### src/rtl/freq_cmd_parser_pkg.sv
// Shared constants, FSM states and reply payload type for the UART frequency
// command parser.
package freq_cmd_parser_pkg;

  localparam int unsigned BYTE_W     = 8;
  localparam int unsigned PAYLOAD_W  = 64;
  localparam int unsigned DECIM_W    = 16;
  localparam int unsigned DATA_BYTES = 8;
  localparam int unsigned BCNT_W     = 3;

  localparam logic [BYTE_W-1:0] SYNC_BYTE     = 8'hA5;
  localparam logic [BYTE_W-1:0] CMD_SET_PHASE = 8'h01;
  localparam logic [BYTE_W-1:0] CMD_SET_DECIM = 8'h02;
  localparam logic [BYTE_W-1:0] ACK           = 8'h06;
  localparam logic [BYTE_W-1:0] NAK           = 8'h15;

  localparam logic [DECIM_W-1:0] MIN_DECIM = 16'd2;

  typedef enum logic [1:0] {
    ST_IDLE = 2'd0,
    ST_CMD  = 2'd1,
    ST_DATA = 2'd2,
    ST_CHK  = 2'd3
  } parser_state_t;

  typedef struct packed {
    logic              valid;
    logic [BYTE_W-1:0] code;
  } reply_t;

  // Decimation ratios below 2 would stall the CIC, so they are rejected.
  function automatic logic decim_ok(input logic [PAYLOAD_W-1:0] payload);
    return payload[DECIM_W-1:0] >= MIN_DECIM;
  endfunction

endpackage

### src/rtl/freq_cmd_parser_byte_timeout.sv
// Inter-byte watchdog: counts enabled cycles since the last clear and flags
// expiry once TIMEOUT_CLKS cycles have elapsed.
module byte_timeout #(
  parameter int unsigned TIMEOUT_CLKS = 34650
) (
  input  logic clk,
  input  logic rst,
  input  logic clear,
  input  logic enable,
  output logic expired
);

  localparam int unsigned CNT_W = $clog2(TIMEOUT_CLKS + 2);

  logic [CNT_W-1:0] cnt_q;

  // Saturates at the limit so a stalled enable can never wrap and re-fire.
  always_ff @(posedge clk or posedge rst) begin
    if (rst) begin
      cnt_q   <= '0;
      expired <= 1'b0;
    end else if (clear || !enable) begin
      cnt_q   <= '0;
      expired <= 1'b0;
    end else begin
      if (cnt_q != CNT_W'(TIMEOUT_CLKS)) begin
        cnt_q <= cnt_q + CNT_W'(1);
      end
      expired <= (cnt_q == CNT_W'(TIMEOUT_CLKS - 1));
    end
  end

endmodule

### src/rtl/freq_cmd_parser.sv
// Parses sync/cmd/payload/checksum frames from the UART receiver, updates the
// NCO tuning word or CIC decimation ratio and returns an ACK/NAK byte.
module freq_cmd_parser
  import freq_cmd_parser_pkg::*;
#(
  parameter int unsigned      TIMEOUT_CLKS      = 34650,
  parameter logic [63:0]      DEFAULT_PHASE_INC = 64'h1B1B4294E949F45,
  parameter logic [15:0]      DEFAULT_DECIM     = 16'd4096
) (
  input  logic                 osc_clk,
  input  logic                 rst,
  input  logic                 i_Rx_DV,
  input  logic [BYTE_W-1:0]    i_Rx_Byte,
  input  logic                 i_Tx_Active,
  output logic [PAYLOAD_W-1:0] phase_inc_carr,
  output logic [DECIM_W-1:0]   decimation_ratio,
  output logic                 o_update,
  output logic                 o_frame_err,
  output logic                 o_Tx_DV,
  output logic [BYTE_W-1:0]    o_Tx_Byte
);

  parser_state_t        state_q, state_d;
  logic [BYTE_W-1:0]    cmd_q, cmd_d;
  logic [BYTE_W-1:0]    xor_q, xor_d;
  logic [BCNT_W-1:0]    bcnt_q, bcnt_d;
  logic [PAYLOAD_W-1:0] payload_q, payload_d;
  logic [PAYLOAD_W-1:0] phase_d;
  logic [DECIM_W-1:0]   decim_d;
  logic                 update_d;
  logic                 frame_err_d;
  logic                 tx_dv_d;
  logic [BYTE_W-1:0]    tx_byte_d;
  reply_t               slot_q, slot_d;
  reply_t               reply;
  parser_state_t        eff_state;
  logic                 expired;

  byte_timeout #(
    .TIMEOUT_CLKS(TIMEOUT_CLKS)
  ) u_byte_timeout (
    .clk    (osc_clk),
    .rst    (rst),
    .clear  (i_Rx_DV),
    .enable (state_q != ST_IDLE),
    .expired(expired)
  );

  always_ff @(posedge osc_clk or posedge rst) begin
    if (rst) begin
      state_q          <= ST_IDLE;
      cmd_q            <= '0;
      xor_q            <= '0;
      bcnt_q           <= '0;
      payload_q        <= '0;
      slot_q           <= '0;
      phase_inc_carr   <= DEFAULT_PHASE_INC;
      decimation_ratio <= DEFAULT_DECIM;
      o_update         <= 1'b0;
      o_frame_err      <= 1'b0;
      o_Tx_DV          <= 1'b0;
      o_Tx_Byte        <= '0;
    end else begin
      state_q          <= state_d;
      cmd_q            <= cmd_d;
      xor_q            <= xor_d;
      bcnt_q           <= bcnt_d;
      payload_q        <= payload_d;
      slot_q           <= slot_d;
      phase_inc_carr   <= phase_d;
      decimation_ratio <= decim_d;
      o_update         <= update_d;
      o_frame_err      <= frame_err_d;
      o_Tx_DV          <= tx_dv_d;
      o_Tx_Byte        <= tx_byte_d;
    end
  end

  always_comb begin
    state_d     = state_q;
    cmd_d       = cmd_q;
    xor_d       = xor_q;
    bcnt_d      = bcnt_q;
    payload_d   = payload_q;
    phase_d     = phase_inc_carr;
    decim_d     = decimation_ratio;
    update_d    = 1'b0;
    frame_err_d = 1'b0;
    tx_dv_d     = 1'b0;
    tx_byte_d   = o_Tx_Byte;
    slot_d      = slot_q;
    reply       = '0;

    // A timeout wins over a coincident byte, which is then parsed as if idle.
    eff_state = state_q;
    if (expired) begin
      eff_state   = ST_IDLE;
      state_d     = ST_IDLE;
      frame_err_d = 1'b1;
    end

    if (i_Rx_DV) begin
      case (eff_state)
        ST_IDLE: begin
          if (i_Rx_Byte == SYNC_BYTE) begin
            state_d = ST_CMD;
          end
        end
        ST_CMD: begin
          cmd_d   = i_Rx_Byte;
          xor_d   = i_Rx_Byte;
          bcnt_d  = '0;
          state_d = ST_DATA;
        end
        ST_DATA: begin
          payload_d = {payload_q[PAYLOAD_W-BYTE_W-1:0], i_Rx_Byte};
          xor_d     = xor_q ^ i_Rx_Byte;
          bcnt_d    = bcnt_q + BCNT_W'(1);
          if (bcnt_q == BCNT_W'(DATA_BYTES - 1)) begin
            state_d = ST_CHK;
          end
        end
        ST_CHK: begin
          state_d     = ST_IDLE;
          reply.valid = 1'b1;
          if ((xor_q == i_Rx_Byte) && (cmd_q == CMD_SET_PHASE)) begin
            phase_d    = payload_q;
            update_d   = 1'b1;
            reply.code = ACK;
          end else if ((xor_q == i_Rx_Byte) && (cmd_q == CMD_SET_DECIM) &&
                       decim_ok(payload_q)) begin
            decim_d    = payload_q[DECIM_W-1:0];
            update_d   = 1'b1;
            reply.code = ACK;
          end else begin
            frame_err_d = 1'b1;
            reply.code  = NAK;
          end
        end
        default: state_d = ST_IDLE;
      endcase
    end

    // Drain the reply slot when the transmitter is free; a fresh reply overwrites.
    if (slot_q.valid && !i_Tx_Active) begin
      tx_dv_d      = 1'b1;
      tx_byte_d    = slot_q.code;
      slot_d.valid = 1'b0;
    end
    if (reply.valid) begin
      slot_d = reply;
    end
  end

endmodule

### config.mk
export PLATFORM = sky130hd
export DESIGN_NAME = freq_cmd_parser
export DESIGN_NICKNAME = d
export VERILOG_FILES = /design/src/rtl/freq_cmd_parser_pkg.sv /design/src/rtl/freq_cmd_parser_byte_timeout.sv /design/src/rtl/freq_cmd_parser.sv
export SDC_FILE = /design/constraint.sdc
export NUM_CORES = 1
export LEC_CHECK = 0
export ABC_AREA = 1
export CAP_MARGIN = 0
export CORE_UTILIZATION = 40
export DETAILED_ROUTE_END_ITERATION = 6
export GPL_ROUTABILITY_DRIVEN = 0
export SYNTH_ARGS = -nofsm -noshare
export SYNTH_HDL_FRONTEND = slang
export SYNTH_HIERARCHICAL = 1
export SYNTH_SLANG_ARGS = --single-unit
### constraint.sdc
create_clock -name osc_clk -period 17.8 [get_ports osc_clk]
set_input_delay 4.45 -clock osc_clk [delete_from_list [all_inputs] [get_ports osc_clk]]
set_output_delay 4.45 -clock osc_clk [all_outputs]
set_load 0.02 [all_outputs]
Word level (Yosys, flattened, before mapping)
Index checks and enable logic that the tools add are counted.
Word-level totals
  flip-flop bits (word level): 202
  input port bits: 12
  output and inout port bits: 91
  word-level logic and storage cells: 73
Operators by class
  add/subtract/negate cells: 2
  $lt $le $gt $ge: 1
  eq/ne operators: 10
  mux-type cells: 26
  bitwise logic cells: 2
  reductions and logical operators: 17
Operators by type and width (number)
  $mux 16: 2
  $mux 9: 3
  $add 16x1->16 const B: 1
  $eq 16x16->1 const B: 1
  $ge 16x2->1 const B: 1
  $ne 16x16->1 const B: 1
  $pmux 8 s2: 1
  $mux 1: 12
  $mux 5: 2
  $eq 8x1->1 const B: 1
  $eq 8x2->1 const B: 1
  $eq 8x8->1: 1
  $eq 8x8->1 const B: 1
  $mux 2: 4
  $pmux 2 s4: 1
  $reduce_bool 2->1: 4
  $xor 8x8->8: 1
  $pmux 3 s2: 1
  $reduce_and 2->1: 3
  $eq 2x2->1 const B: 2
  $logic_and 1x1->1: 4
  $reduce_and 4->1: 1
  $add 3x1->3 const B: 1
  $eq 3x3->1 const B: 1
  6 further kinds: 7

Depth between registers and ports, before layout
Gate-level depths: netlist (run 1).
  word-level depth: 8
  mapped depth: 12
  gate-level depth less buffers: 10

Modules after synthesis
The synthesis (run 1) kept the hierarchy.
By module, submodules not included
  freq_cmd_parser: instances 1, cells each 817, area an instance 7383.3 µm², seq. area each 4415.5 µm²
  byte_timeout: instances 1, cells each 140, area an instance 1011.0 µm², seq. area each 425.4 µm²

Worst setup path before layout (run 1)
OpenSTA, ideal clock, no wires.
  kind: input to register
  start point: input port i_Rx_DV
  end point: register decimation_ratio[2]
  setup time: 117 ps
  arrival: 5442 ps
  required time: 17683 ps
  setup slack: 12241 ps
  stages: 7
  buffers on the path: 2
  cells stage by stage: clkbuf_2 > nand2_1 > nor2_2 > nand3_2 > buf_2 > nand2_1 > nand2_1
On the way
  word-level cells in the longest chain between the ends: 1
Ends and longest elaborated chain
  start: declaration: RTL line freq_cmd_parser.sv:12  | input logic i_Rx_DV,
  $reduce_and 4->1 (no source line)
  end signal: assignment: RTL line freq_cmd_parser.sv:71  | decimation_ratio <= decim_d;
  end: declaration: RTL line freq_cmd_parser.sv:16  | output logic [DECIM_W-1:0] decimation_ratio,
Every way passes these cells.
A chain may end at the register's enable or synchronous reset.

Worst setup path after layout (run 1)
  start point: input port i_Rx_Byte[5]
  end point: register phase_inc_carr[62]
On the way
  word-level cells in the longest chain between the ends: 3
Ends and longest elaborated chain
  start: declaration: RTL line freq_cmd_parser.sv:13  | input logic [BYTE_W-1:0] i_Rx_Byte,
  $eq 8x8->1: RTL line freq_cmd_parser.sv:126  | if ((xor_q == i_Rx_Byte) && (cmd_q == CMD_SET_PHASE)) begin
  $logic_and 1x1->1: RTL line freq_cmd_parser.sv:126
  $reduce_and 3->1 (no source line)
  end signal: assignment: RTL line freq_cmd_parser.sv:70  | phase_inc_carr <= phase_d;
  end: declaration: RTL line freq_cmd_parser.sv:15  | output logic [PAYLOAD_W-1:0] phase_inc_carr,
Every way passes these cells.

==> summary.txt, run 1 <==
Outcome = finished, violations left
Post-synth EDFFs = 0
Critical path required time = 18.11 ns
Io pins = 103
Setup violators final = 0
Die Ht = 146.9 µm
Antenna diode count = 0
Starting density of the core = 41.09%
Syn Inst Count = 957
Internal power = 0.0008098 W
Post_cts resized = 0
Setup bufs post-CTS = 0
Skew final = 0.01015 ns
Startpoint Class = input port
Worst hold stages = 2
# DRC = 8
Core Util, Final = 49.22%
Port bufs = 98
Worst skew pair latency = 0.42 ns
Sequential power share = 50.2%
Initial antenna violation count = 0
CTS H-tree lvls = 4
Nets@finish = 1049
Failing checks = DRC
CTS Hold Bufs = 0
MaxCap Viol Count = 0
Vias = 6525
Die W = 146.9 µm
Slew headroom = 36.43%
Detailed-placement wirelength estimate = 12.76 mm
Via density = 4.977
Syn avg cell area = 8.771 µm²
Reg-to-Reg Start = u_byte_timeout/expired$_DFF_PP0_
CP arrival = 7.58 ns
VDD IR max = 0.07393 mV
TritonCTS clock tree = done
Vias in the first global route = 6085
Critical-path maximum fanout = 84
WL final = 19.53 mm
Yosys warnings = 6
HP Start = slot_q[2]$_DFFE_PP0P_
Switching Fraction = 32.45%
Top cells by area, synth = dfrtp_1 (49%), nand2_1 (16%), dfstp_2 (9.1%), nand4_1 (6.6%), o21ai_0 (4.2%)
Clk sinks = 192
Top post-synthesis cells by count = nand2_1 (350), dfrtp_1 (163), nand4_1 (89)
Final TNS setup = 0 ns
Peak Freq = 137.6 MHz
Seq/Total Area, Yosys = 57.67%
First-pass GRT wire length = 32.34 mm
Core Area = 20430 µm²
Setup crit end kind = flop
Top FF cell, synth = dfrtp_1
Fill count = 1973
# rows = 52
Crit path time final = 7.267 ns
DRT Pass-1 Iters = 7
Share of the synthesized area in the top cell type = 48.59%
Avg WL per Cell = 14.89 µm
Die Area = 21570 µm²
GRT Total Usage = 18.86%
HP Class = reg2reg
Layout cells sized above 1 = 8.742%
PD cells = 119.2 nW/µm²
Clock power share = 31.1%
CTS Buf Count = 17
Final critical-path setup slack = 10.53 ns
DP Worst Slack = 10.06 ns
Largest net degree at the start of global routing = 103
Yosys cell types = 33
Top-count cell post-synth = nand2_1
Reg-to-reg setup timing slack = 14.72 ns
Worst-Margin Slew = 0.9536 ns
DR iter-0 viols = 552
Worst flop-to-flop path endpoint = phase_inc_carr[62]$_DFFE_PP0P_
Detail Route Antenna Nets = 0
Yosys top cell by area = dfrtp_1
RSZ-0062 raised after global routing = no
Total congestion overflow = 0
R2r worst-path depth = 9
Root Driver = clkbuf_16
Setup CP Type = in2reg
Hold violation count in the final report = 0
Register bit total from synthesis = 192
Count of final max-slew check failures = 0
Mapped cell area = 8394 µm²
Synthesis-to-layout area growth = 19.78%
Reg clk slew, reported paths = 0.07 ns
Psw = 0.0003890 W
Fraction of registers with async set/reset = 100.0%
Combinational power share = 18.7%
Clock Path Buffers = 2
Static Leak = 4.793 nW
Endpoint, Worst Hold = slot_q[2]$_DFFE_PP0P_
Final Cycle Share = 40.82%
## routing by layer
metal | track usage, % | wire length (µm) | up-vias
met5 | 0 | 0 | -
met4 | 5.885 | 280 | 0
met3 | 3.571 | 1005 | 23
met2 | 27.80 | 8677 | 153
met1 | 28.00 | 9561 | 3112
li1 | - | - | 3237
## registers in the layout, summed over array words and instances (netlist names), 2 cells and up
signal / cells
xor_q: 8
o_Tx_Byte: 3
payload_q: 64
slot_q: 4
bcnt_q: 3
phase_inc_carr: 64
decimation_ratio: 16
cmd_q: 8
state_q: 2
u_byte_timeout/cnt_q: 16
## cells by family (layout without fill, tap and decap cells)
| logic type | Yosys count | count (layout) | synth area share, % |
|---|---|---|---|
| other | 1 | 4 | 0.04467 |
| buffers and inverters | 134 | 215 | 7.378 |
| AOI/OAI and AO/OA | 89 | 89 | 5.515 |
| adders and majority gates | 9 | 9 | 1.342 |
| xor gates and xnor gates | 10 | 10 | 1.043 |
| and+or+nand+nor | 522 | 522 | 27.01 |
| DFF | 192 | 192 | 57.67 |
## worst max-delay path: stages
cell,delay [ns]
clkdlybuf4s50_1,0.50
inv_1,0.10
nand2_1,0.07
nand2_1,0.08
nor2_1,0.10
nand2_1,0.10
nor2_4,0.11
buf_4,0.65
nand3_2,0.70
buf_4,0.49
nand2_1,0.12
nand2_1,0.06
## per-stage QoR
stage	cell area [µm²]	instances	hold slack (ns)	power, W
after detailed placement	9475	1279	0.4436	0.0008342
after floorplan	8406	960	0.4198	0.0007537
after global routing	10050	1311	0.4794	0.001272
after global placement	9475	1279	0.4395	0.0008275
final	10050	1311	0.4562	0.001199
after CTS	10050	1311	0.4619	0.001209
## power groups by stage
stage               registers [W]  clock network (W)  logic (W)
floorplan                0.000581                  0   0.000172
global placement         0.000606                  0   0.000221
detailed placement       0.000608                  0   0.000227
CTS                      0.000601           0.000381   0.000227
global route             0.000612           0.000399   0.000260
finish                   0.000602           0.000372   0.000224
## placed cells by master, fill, tap and decap left out, types with 3 or more instances in the layout
master and instances:
clkinv_2 3, nor2_4 3, xor2_1 9, clkbuf_8 5, inv_1 71, inv_2 6, conb_1 4, o21ai_0 70
nand3_1 17, clkbuf_16 17, dfrtp_1 163, nand4_1 89, nand2_1 349, ha_1 9, clkdlybuf4s50_1 98, a21oi_1 12
nor2_2 6, nand3_2 3, nand2_2 3, dfstp_2 29, nor2_1 46, buf_4 7
## worst max path at each step
stage            startpoint                              to  slack [ns]
5_1_grt        i_Rx_Byte[2]  phase_inc_carr[14]$_DFFE_PP0P_       10.26
3_3_place_gp   i_Rx_Byte[4]   phase_inc_carr[3]$_DFFE_PP0P_       10.17
3_5_place_dp   i_Rx_Byte[5]  phase_inc_carr[62]$_DFFE_PP0P_       10.06
6_report       i_Rx_Byte[5]  phase_inc_carr[62]$_DFFE_PP0P_       10.53
2_1_floorplan           rst           bcnt_q[0]$_DFFE_PP0P_        8.65
4_1_cts        i_Rx_Byte[5]  phase_inc_carr[62]$_DFFE_PP0P_       10.52
## final cells by class
type	instances	area (µm²)	share of cell area (%)
Sequential cell	192	4841	48.15
Multi-Input combinational cell	634	2965	29.49
Timing Repair Buffer	105	1033	10.28
Clock buffer	24	501.7	4.990
Tap cell	270	337.8	3.360
Inverter	78	297.8	2.962
Clock inverter	8	77.57	0.7715
Note: power is estimated with default switching activity, not from simulation.
==> run 2: changes to the inputs <==
- clock period: 17.8 -> 7.3 ns (I/O delays scaled with it)
==> run 2 against run 1 <==
Die area stayed put. Clock power rose to 2.6 times the previous value. Setup slack got worse by 7.6 ns. Combinational power rose by 140%. Sequential share of layout area down 0.20 points. Global-route usage grew 0.44 points. Hold slack gained 0.0025 ns. Via count grew 0.32%. First-iteration DRC count down 11%. The flow now finishes without violations. Largest power group unchanged.
==> summary.txt, run 2 (same netlist as run 1, synthesis figures left out) <==
Skew final = 0.01286 ns (+0.002709 ns)
Detail Route Antenna Nets = 0 (unchanged)
Worst skew pair latency = 0.43 ns (about the same)
RSZ-0062 raised after global routing = no
Internal power = 0.002006 W (+150%)
Biggest regs = payload_q (64), phase_inc_carr (64)
Layout cells sized above 1 = 8.917% (+0.17 points)
Switching Fraction = 32.71% (+0.26 points)
Setup violators final = 0 (unchanged)
VDD IR max = 0.1897 mV (+160%)
Antenna diode count = 0 (unchanged)
PD cells = 295.3 nW/µm² (+150%)
Combinational power share = 18.3% (-0.4 points)
Count of final max-slew check failures = 0 (unchanged)
Clock Path Buffers = 2 (unchanged)
Vias in the first global route = 6309 (+3.7%)
Worst-Margin Slew = 0.9169 ns (-0.03669 ns)
Setup crit end kind = flop
WL final = 19.82 mm (+1.5%)
Nets@finish = 1051 (+0.19%)
TritonCTS clock tree = done
Vias = 6546 (+0.32%)
Most frequent cells in the layout = nand2_1 (349), dfrtp_1 (163), clkdlybuf4s50_1 (98), nand4_1 (89), inv_1 (71)
GRT Total Usage = 19.30% (+0.44 points)
Outcome = finished clean
Core Area = 20430 µm² (unchanged)
Startpoint Class = input port
Die W = 146.9 µm (unchanged)
Die Area = 21570 µm² (unchanged)
Hold violation count in the final report = 0 (unchanged)
CTS Hold Bufs = 0 (unchanged)
MaxCap Viol Count = 0 (unchanged)
Sequential power share = 49.3% (-0.9 points)
Synthesis-to-layout area growth = 20.29%
Reg clk slew, reported paths = 0.07 ns (about the same)
Clock power share = 32.4% (+1.3 points)
Starting density of the core = 41.09% (unchanged)
# DRC = 0 (-8)
Final Cycle Share = 60.47%
Slew headroom = 38.73% (+2.3 points)
Largest net degree at the start of global routing = 99 (-3.9%)
Crit path time final = 4.414 ns
Avg WL per Cell = 15.10 µm (+1.4%)
Peak Freq = 226.6 MHz
Final TNS setup = 0 ns (unchanged)
Psw = 0.0009752 W (+150%)
Root Driver = clkbuf_16
Total congestion overflow = 0 (unchanged)
Setup bufs post-CTS = 0 (unchanged)
Post_cts resized = 0 (unchanged)
Via density = 4.986 (+0.17%)
DR iter-0 viols = 492 (-11%)
Detailed-placement wirelength estimate = 13.11 mm (+2.8%)
# rows = 52 (unchanged)
Io pins = 103 (unchanged)
CTS H-tree lvls = 4 (unchanged)
Clk sinks = 192 (unchanged)
Critical-path maximum fanout = 49 (-42%)
Initial antenna violation count = 0 (unchanged)
Most common cell after layout, fill and taps aside = nand2_1
Port bufs = 98 (unchanged)
CP arrival = 4.73 ns (-2.85 ns)
DRT Pass-1 Iters = 6 (-1)
CTS Buf Count = 17 (unchanged)
First-pass GRT wire length = 33.13 mm (+2.4%)
Fill count = 1984 (+0.56%)
Die Ht = 146.9 µm (unchanged)
Static Leak = 4.812 nW (+0.39%)
Critical path required time = 7.62 ns (-10.49 ns)
Final critical-path setup slack = 2.886 ns (-7.647 ns)
Setup CP Type = in2reg
HP Class = reg2reg
DP Worst Slack = 2.412 ns (-7.645 ns)
## run 2: cell types whose count changed in the layout (fill, tap and decap cells not counted)
cell and change:
bufinv_16 +2, clkinv_2 -2, buf_4 +2, clkbuf_8 -5, inv_6 +4, inv_8 +1
## run 2: critical path: stages
cell             delay [ns]
clkdlybuf4s50_1        0.55
xor2_1                 0.22
nor2_1                 0.10
nand2_1                0.09
nor2_4                 0.70
nand3_2                0.54
buf_4                  0.46
nand2_1                0.13
nand2_1                0.05
## run 2: routing by layer
layer / GRT usage [%] / up-vias / wire, µm
li1: - / 3226 / -
met1: 27.76 / 3153 / 9524
met2: 29.22 / 151 / 8944
met3: 4.224 / 16 / 1108
met4: 5.677 / 0 / 245
met5: 0 / - / 0
## run 2: layout make-up
cell class | instances | area, µm² | share of cell area, %
Clock inverter | 13 | 173.9 | 1.722
Clock buffer | 19 | 432.9 | 4.287
Tap cell | 270 | 337.8 | 3.346
Multi-Input combinational cell | 634 | 2965 | 29.37
Inverter | 78 | 297.8 | 2.949
Sequential cell | 192 | 4841 | 47.94
Timing Repair Buffer | 107 | 1049 | 10.38
## run 2: through the flow
stage	power [W]	instances	utilization, %	hold slack (ns)	cell area (µm²)
6_report	0.002982	1313	49.42	0.4587	10100
3_3_place_gp	0.002017	1281	46.45	0.4395	9490
2_1_floorplan	0.001838	960	-	0.4198	8406
4_1_cts	0.003006	1313	49.42	0.4647	10100
5_1_grt	0.003157	1313	49.42	0.4792	10100
3_5_place_dp	0.002032	1281	46.45	0.4474	9490
## run 2: power by group through the flow
stage / sequential, W / combinational (W) / clock [W]
after global placement: 0.00148 / 0.000538 / 0
after floorplan: 0.00142 / 0.000420 / 0
after detailed placement: 0.00148 / 0.000553 / 0
final: 0.00147 / 0.000546 / 0.000967
after global routing: 0.00149 / 0.000641 / 0.00102
after CTS: 0.00146 / 0.000555 / 0.000988
## run 2: final timing paths
| kind | end | cells past startpoint | start | slack (ns) |
|---|---|---|---|---|
| max | phase_inc_carr[7]$_DFFE_PP0P_ | 9 | i_Rx_Byte[4] | 2.89 |
| min | slot_q[2]$_DFFE_PP0P_ | 2 | slot_q[2]$_DFFE_PP0P_ | 0.46 |
| max reg2reg | phase_inc_carr[7]$_DFFE_PP0P_ | 8 | cmd_q[2]$_DFFE_PP0P_ | 4.23 |
| min reg2reg | slot_q[2]$_DFFE_PP0P_ | 2 | slot_q[2]$_DFFE_PP0P_ | 0.46 |
| max in group asynchronous | phase_inc_carr[44]$_DFFE_PP1P_ | 3 | rst | 4.20 |
| min in group asynchronous | u_byte_timeout/expired$_DFF_PP0_ | 2 | rst | 1.97 |
